$ cat src/rtl/siren_sequencer_if.sv
// Control and audio signals of the siren sequencer, bundled for the master
// (controller) and slave (sequencer) sides.
interface siren_sequencer_if #(
  parameter int W  = 16,
  parameter int DW = 24
);
  logic          on;
  logic [1:0]    mode;
  logic [W-1:0]  half_lo;
  logic [W-1:0]  half_hi;
  logic [W-1:0]  step;
  logic [DW-1:0] dwell;
  logic          speaker;
  logic [W-1:0]  cur_half;
  logic          step_pulse;
  logic          dir;

  modport master (
    output on, mode, half_lo, half_hi, step, dwell,
    input  speaker, cur_half, step_pulse, dir
  );

  modport slave (
    input  on, mode, half_lo, half_hi, step, dwell,
    output speaker, cur_half, step_pulse, dir
  );
endinterface

$ cat src/rtl/siren_sequencer.sv
// Siren tone sequencer: square-wave generator whose half-period is stepped
// every dwell interval according to ALT / WAIL / YELP / STEADY patterns.
module siren_sequencer #(
  parameter int W  = 16,
  parameter int DW = 24
) (
  input logic              clk,
  input logic              reset,
  siren_sequencer_if.slave bus
);

  typedef enum logic {IDLE, RUN} state_e;
  typedef enum logic [1:0] {ALT = 2'b00, WAIL = 2'b01, YELP = 2'b10, STEADY = 2'b11} mode_e;

  state_e        state_q, state_d;
  logic [1:0]    mode_q, mode_d;
  logic          speaker_q, speaker_d;
  logic [W-1:0]  cur_half_q, cur_half_d;
  logic          step_pulse_q, step_pulse_d;
  logic          dir_q, dir_d;
  logic [W-1:0]  hp_cnt_q, hp_cnt_d;
  logic [DW-1:0] dw_cnt_q, dw_cnt_d;

  logic [W-1:0]  lo, hi, start_half, next_half;
  logic [DW-1:0] dwell_eff;
  logic          next_dir;
  logic [W:0]    cur_x, step_x, lo_x, hi_x;

  always_comb begin
    lo = (bus.half_lo < bus.half_hi) ? bus.half_lo : bus.half_hi;
    hi = (bus.half_lo < bus.half_hi) ? bus.half_hi : bus.half_lo;
    if (lo == '0) lo = W'(1);
    if (hi == '0) hi = W'(1);
    dwell_eff = (bus.dwell == '0) ? DW'(1) : bus.dwell;
    start_half = (mode_e'(bus.mode) == STEADY) ? lo : hi;
  end

  // Sweep arithmetic is done one bit wider so cur-step / cur+step cannot wrap.
  always_comb begin
    cur_x     = {1'b0, cur_half_q};
    step_x    = {1'b0, bus.step};
    lo_x      = {1'b0, lo};
    hi_x      = {1'b0, hi};
    next_half = cur_half_q;
    next_dir  = dir_q;
    case (mode_e'(bus.mode))
      ALT: next_half = (cur_half_q == hi) ? lo : hi;
      WAIL: begin
        if (bus.step != '0) begin
          if (!dir_q) begin
            if (cur_x <= lo_x + step_x) begin
              next_half = lo;
              next_dir  = 1'b1;
            end else begin
              next_half = cur_half_q - bus.step;
            end
          end else begin
            if (cur_x + step_x >= hi_x) begin
              next_half = hi;
              next_dir  = 1'b0;
            end else begin
              next_half = cur_half_q + bus.step;
            end
          end
        end
      end
      YELP: begin
        if (bus.step != '0) begin
          if (cur_half_q <= lo)                next_half = hi;
          else if (cur_x <= lo_x + step_x)     next_half = lo;
          else                                 next_half = cur_half_q - bus.step;
        end
      end
      default: next_half = lo;
    endcase
  end

  always_comb begin
    state_d      = state_q;
    mode_d       = bus.mode;
    speaker_d    = speaker_q;
    cur_half_d   = cur_half_q;
    step_pulse_d = 1'b0;
    dir_d        = dir_q;
    hp_cnt_d     = hp_cnt_q;
    dw_cnt_d     = dw_cnt_q;
    case (state_q)
      IDLE: begin
        speaker_d = 1'b0;
        hp_cnt_d  = '0;
        dw_cnt_d  = '0;
        if (bus.on) begin
          state_d    = RUN;
          cur_half_d = start_half;
          dir_d      = 1'b0;
        end
      end
      RUN: begin
        if (!bus.on) begin
          state_d   = IDLE;
          speaker_d = 1'b0;
          hp_cnt_d  = '0;
          dw_cnt_d  = '0;
        end else if (bus.mode != mode_q) begin
          speaker_d  = 1'b0;
          hp_cnt_d   = '0;
          dw_cnt_d   = '0;
          cur_half_d = start_half;
          dir_d      = 1'b0;
        end else begin
          // hp_cnt is never cleared at a step; >= absorbs a shortened half-period.
          if ({1'b0, hp_cnt_q} + (W+1)'(1) >= cur_x) begin
            speaker_d = ~speaker_q;
            hp_cnt_d  = '0;
          end else begin
            hp_cnt_d  = hp_cnt_q + W'(1);
          end
          if (dw_cnt_q >= dwell_eff - DW'(1)) begin
            dw_cnt_d     = '0;
            step_pulse_d = 1'b1;
            cur_half_d   = next_half;
            dir_d        = next_dir;
          end else begin
            dw_cnt_d     = dw_cnt_q + DW'(1);
          end
        end
      end
      default: state_d = IDLE;
    endcase
  end

  always_ff @(posedge clk) begin
    if (reset) begin
      state_q      <= IDLE;
      mode_q       <= '0;
      speaker_q    <= 1'b0;
      cur_half_q   <= '0;
      step_pulse_q <= 1'b0;
      dir_q        <= 1'b0;
      hp_cnt_q     <= '0;
      dw_cnt_q     <= '0;
    end else begin
      state_q      <= state_d;
      mode_q       <= mode_d;
      speaker_q    <= speaker_d;
      cur_half_q   <= cur_half_d;
      step_pulse_q <= step_pulse_d;
      dir_q        <= dir_d;
      hp_cnt_q     <= hp_cnt_d;
      dw_cnt_q     <= dw_cnt_d;
    end
  end

  assign bus.speaker    = speaker_q;
  assign bus.cur_half   = cur_half_q;
  assign bus.step_pulse = step_pulse_q;
  assign bus.dir        = dir_q;

endmodule

$ cat src/flat_wrapper.sv
// flat-port wrapper written by rule: the top's interface ports become plain ports
module siren_sequencer_flat 
#(
  parameter int W  = 16,
  parameter int DW = 24
)
  (clk, reset, bus_on, bus_mode, bus_half_lo, bus_half_hi, bus_step, bus_dwell, bus_speaker, bus_cur_half, bus_step_pulse, bus_dir);
  siren_sequencer_if #(.W(W), .DW(DW)) bus_i ();
  input logic clk;
  input logic reset;
  input wire logic [$bits(bus_i.on)-1:0] bus_on;
  input wire logic [$bits(bus_i.mode)-1:0] bus_mode;
  input wire logic [$bits(bus_i.half_lo)-1:0] bus_half_lo;
  input wire logic [$bits(bus_i.half_hi)-1:0] bus_half_hi;
  input wire logic [$bits(bus_i.step)-1:0] bus_step;
  input wire logic [$bits(bus_i.dwell)-1:0] bus_dwell;
  output wire logic [$bits(bus_i.speaker)-1:0] bus_speaker;
  output wire logic [$bits(bus_i.cur_half)-1:0] bus_cur_half;
  output wire logic [$bits(bus_i.step_pulse)-1:0] bus_step_pulse;
  output wire logic [$bits(bus_i.dir)-1:0] bus_dir;
  assign bus_i.on = bus_on;
  assign bus_i.mode = bus_mode;
  assign bus_i.half_lo = bus_half_lo;
  assign bus_i.half_hi = bus_half_hi;
  assign bus_i.step = bus_step;
  assign bus_i.dwell = bus_dwell;
  assign bus_speaker = bus_i.speaker;
  assign bus_cur_half = bus_i.cur_half;
  assign bus_step_pulse = bus_i.step_pulse;
  assign bus_dir = bus_i.dir;
  siren_sequencer #(.W(W), .DW(DW)) u_core (.clk(clk), .reset(reset), .bus(bus_i));
endmodule
$ cat config.mk
export PLATFORM = sky130hd
export DESIGN_NAME = siren_sequencer_flat
export DESIGN_NICKNAME = d
export VERILOG_FILES = /design/src/rtl/siren_sequencer_if.sv /design/src/rtl/siren_sequencer.sv /design/src/flat_wrapper.sv
export SDC_FILE = /design/constraint.sdc
export NUM_CORES = 1
export LEC_CHECK = 0
export ABC_AREA = 0
export ABC_CLOCK_PERIOD_IN_PS = 20300
export BUFFER_PORTS_ARGS = -buffer_cell sky130_fd_sc_hd__buf_2
export CAP_MARGIN = 20
export CELL_PAD_IN_SITES_DETAIL_PLACEMENT = 2
export CELL_PAD_IN_SITES_GLOBAL_PLACEMENT = 2
export CORE_MARGIN = 3
export CORE_UTILIZATION = 39
export CTS_CLUSTER_DIAMETER = 60
export CTS_CLUSTER_SIZE = 20
export DETAILED_ROUTE_END_ITERATION = 6
export PLACE_DENSITY_LB_ADDON = 0.1
export SYNTH_ARGS = -nofsm -noshare
export SYNTH_HDL_FRONTEND = slang
export SYNTH_SLANG_ARGS = --single-unit
$ cat constraint.sdc
create_clock -name clk -period 20.3 [get_ports clk]
set_input_delay 4.06 -clock clk [delete_from_list [all_inputs] [get_ports clk]]
set_output_delay 4.06 -clock clk [all_outputs]
set_load 0.01 [all_outputs]
==> key figures <==
CTS
  – Bufs on Longest Clock Path: 2
  – Post-CTS setup buffers: 0
  – CTS tree: done
  – CTS Sinks: 62
  – Clk root buf: clkbuf_16
  – CTS clk-pin slew, worst paths: 0.07 ns
  – Cts hold-fix bufs: 0
  – H-tree levels: 3
  – Clock Latency Late Sink: 0.35 ns
  – Post-cts resize count: 0
  – TritonCTS buffer count: 9

Worst setup path
  – CP max stage delay: 0.79 ns
  – Crit Path Class: in -> reg
  – Critical Path Sink: u_core.bus.cur_half[0]$_SDFFE_PP0P_
  – Worst setup SP type: primary input
  – Worst r2r src: u_core.bus.cur_half[2]$_SDFFE_PP0P_
  – Most common cell on crit path: a21oi_1
  – Crit end category: register
  – Worst Path Required: 20.58 ns
  – Reg2reg setup slack: 14.05 ns
  – Setup crit start: bus_half_hi[7]
  – Arrival time worst endpoint: 11.95 ns
  – Reg2reg path depth: 20
  – Crit-path max FO: 17
  – Worst r2r dst: u_core.bus.cur_half[6]$_SDFFE_PP0P_
  – Crit-path slowest cell: nor2_2

Power
  – Clock power frac: 23.4%
  – Leakage: 4.81 nW
  – Int Pwr: 0.000370 W
  – Pwr dens: 65.9 mW/mm^2
  – Logic pwr share: 56.4%
  – Switching power: 0.000349 W
  – Final Power: 0.000719 W
  – Switching share of power: 48.6%
  – Seq pwr share: 20.2%
  – Max VDD drop: 0.0000432 V

Timing
  – RSZ-0062 raised after global routing: no
  – Setup violations, final: 0
  – Slew Limit Headroom: 33.4%
  – Final Hold Fails: 0
  – Max Slew Vio Count: 0
  – FMAX: 0.0857 GHz
  – Final hold slack: 0.539 ns
  – Worst slew pin tran: 0.999 ns
  – Clk_skew: 0.00947 ns
  – Minimum clock period: 11.67 ns
  – Final Cycle Share: 57.5%
  – TNS Setup: 0 ns

Layout
  – Nets: 1622
  – Layout Cells excl Fill: 1719
  – Area growth syn-to-layout: 11.1%
  – Post-layout util: 44.4%
  – Fraction of layout cells with a size suffix above 1: 10.7%
  – Most frequent standard cell in the layout excluding fill and tap cells: ha_1
  – Most frequent cells in the layout: ha_1 (153), nor2_1 (127), inv_1 (100)

GRT
  – Initial antenna violation count: 1
  – First-pass GRT wire length: 67100 microns
  – Pin count of the biggest net entering global routing: 40
  – GRT Total Usage: 32.3%
  – GRT overflow: 0
  – Vias in the first global route: 11.6k

Floorplanning
  – Starting Density: 40.0%
  – Die Span X: 165 microns
  – Placeable Area: 0.0245 sq mm
  – Top Ports: 96
  – Die H: 165 microns
  – # rows: 57
  – Die area: 0.0271 sq mm

Routing
  – Metal-1 WL: 17900 microns
  – Top layer in use: met4
  – Total wire length: 43800 microns
  – Avg Vias per Cell: 6.17
  – Number of remaining DRC errors: 0
  – Wire per inst: 25.5 microns
  – DR pass1 iterations: 5
  – DR WL met3: 2310 microns
  – Post-route ant nets: 0
  – Met2 wire len: 22000 microns
  – Vias: 10.6k
  – DRT iter0 DRCs: 698

Yosys
  – Synth top area share: 19.5%
  – Post-Synthesis Cell Area: 0.00982 sq mm
  – Syn. warnings: 0
  – Cells after Synth: 1318
  – Yosys reg bits: 62
  – Syn_area_per_cell: 7.45 sq um
  – Synthesized Nets: 1551
  – Distinct cells, synth: 85
  – Area leader, netlist: ha_1
  – Synth async-reset ratio: 0%
  – Ys flop type: dfxtp_1
  – Number of synthesized flops with an enable pin: 0
  – Synth top area cells: ha_1 (20%), dfxtp_1 (13%), xnor2_1 (6.2%)
  – Share of the yosys chip area belonging to registers: 12.6%

Worst hold path
  – Min-delay worst type: reg -> reg
  – Critical hold path startpoint: u_core.hp_cnt_q[0]$_SDFF_PP0_

Run
  – MaxCap Viol Count: 0

Placed design
  – Post-DP HPWL: 34700 microns
  – I/O Buffers: 95
  – Placed cell count: 1702
  – GPL Wtd Cong: 0.897

Status
  – Status: completed
-- metal layers --
metal | up-vias | track usage [%]
li1 | 4945 | -
met1 | 5269 | 38.0
met2 | 299 | 58.2
met3 | 96 | 5.69
met4 | 0 | 11.7
met5 | - | 0
-- through the flow --
| stage | instance area, sq um | setup slack (ns) |
|---|---|---|
| global placement | 10600 | 8.64 |
| global route | 10900 | 8.12 |
| CTS | 10900 | 8.70 |
| floorplan | 9820 | 10.08 |
| detailed placement | 10600 | 8.34 |
| finish | 10900 | 8.63 |
-- registers in the layout (all words and copies together), names as in the netlist --
register,cells
u_core.dw_cnt_q,24
u_core.bus.cur_half,16
u_core.hp_cnt_q,16
u_core.mode_q,2
u_core.bus.dir,1
u_core.bus.speaker,1
u_core.bus.step_pulse,1
u_core.state_q,1
-- final cells by class --
class | count | area, sq um
antenna | 1 | 2.50
clock buffer | 9 | 225
clock inverter | 7 | 80.1
fill | 2916 | 13600
inverter | 101 | 379
multi-input combinational | 1111 | 8030
sequential | 62 | 1240
tap | 324 | 405
timing repair buffer | 104 | 543
-- synthesized netlist by cell type, types with 20 or more instances --
cell type  number
nor3_1         44
ha_1          153
inv_1         100
a21oi_1        73
nand2_1        86
nand3_1        46
dfxtp_1        62
xor2_1         53
a21o_1         24
nor2_1        127
o21ai_0        70
nand4_1        20
xnor2_1        69
clkbuf_1       37
nor4_1         23
nor2b_1        30
-- worst max-delay path: cells and delay by family --
kind	cells	cell delay, ns
and+or+nand+nor	9	3.12
AOI/OAI and AO/OA	13	2.74
adders and majority gates	4	1.28
muxes	1	0.35
buffers and inverters	3	0.30
xor gates and xnor gates	1	0.09
-- power groups by stage --
stage               combinational, W  clock, W  sequential [W]
CTS                         0.000400  0.000171        0.000145
finish                      0.000405  0.000168        0.000145
global route                0.000446  0.000174        0.000146
detailed placement          0.000392         0        0.000147
floorplan                   0.000264         0        0.000139
global placement            0.000377         0        0.000147
-- how the worst min path moves through the flow --
stage,endpoint,slack (ns),cells past startpoint
6_report,u_core.hp_cnt_q[0]$_SDFF_PP0_,0.54,1
3_3_place_gp,u_core.hp_cnt_q[0]$_SDFF_PP0_,0.48,1
4_1_cts,u_core.hp_cnt_q[0]$_SDFF_PP0_,0.53,1
5_1_grt,u_core.hp_cnt_q[0]$_SDFF_PP0_,0.57,1
3_5_place_dp,u_core.hp_cnt_q[0]$_SDFF_PP0_,0.51,1
2_1_floorplan,u_core.dw_cnt_q[0]$_SDFF_PP0_,0.45,1
-- cells by family (layout without fill, tap and decap cells) --
group           after synthesis  in the layout  synth area share (%)
mux                          22             22                  2.33
simple gates                454            454                  23.0
buf+inv                     145            221                  5.70
fa+ha+maj                   156            156                  20.1
flops                        62             62                  12.6
xor+xnor                    123            123                  11.1
other cells                   0              1                     0
compound gates              356            356                  25.1
(Power assumes the default switching activity.)
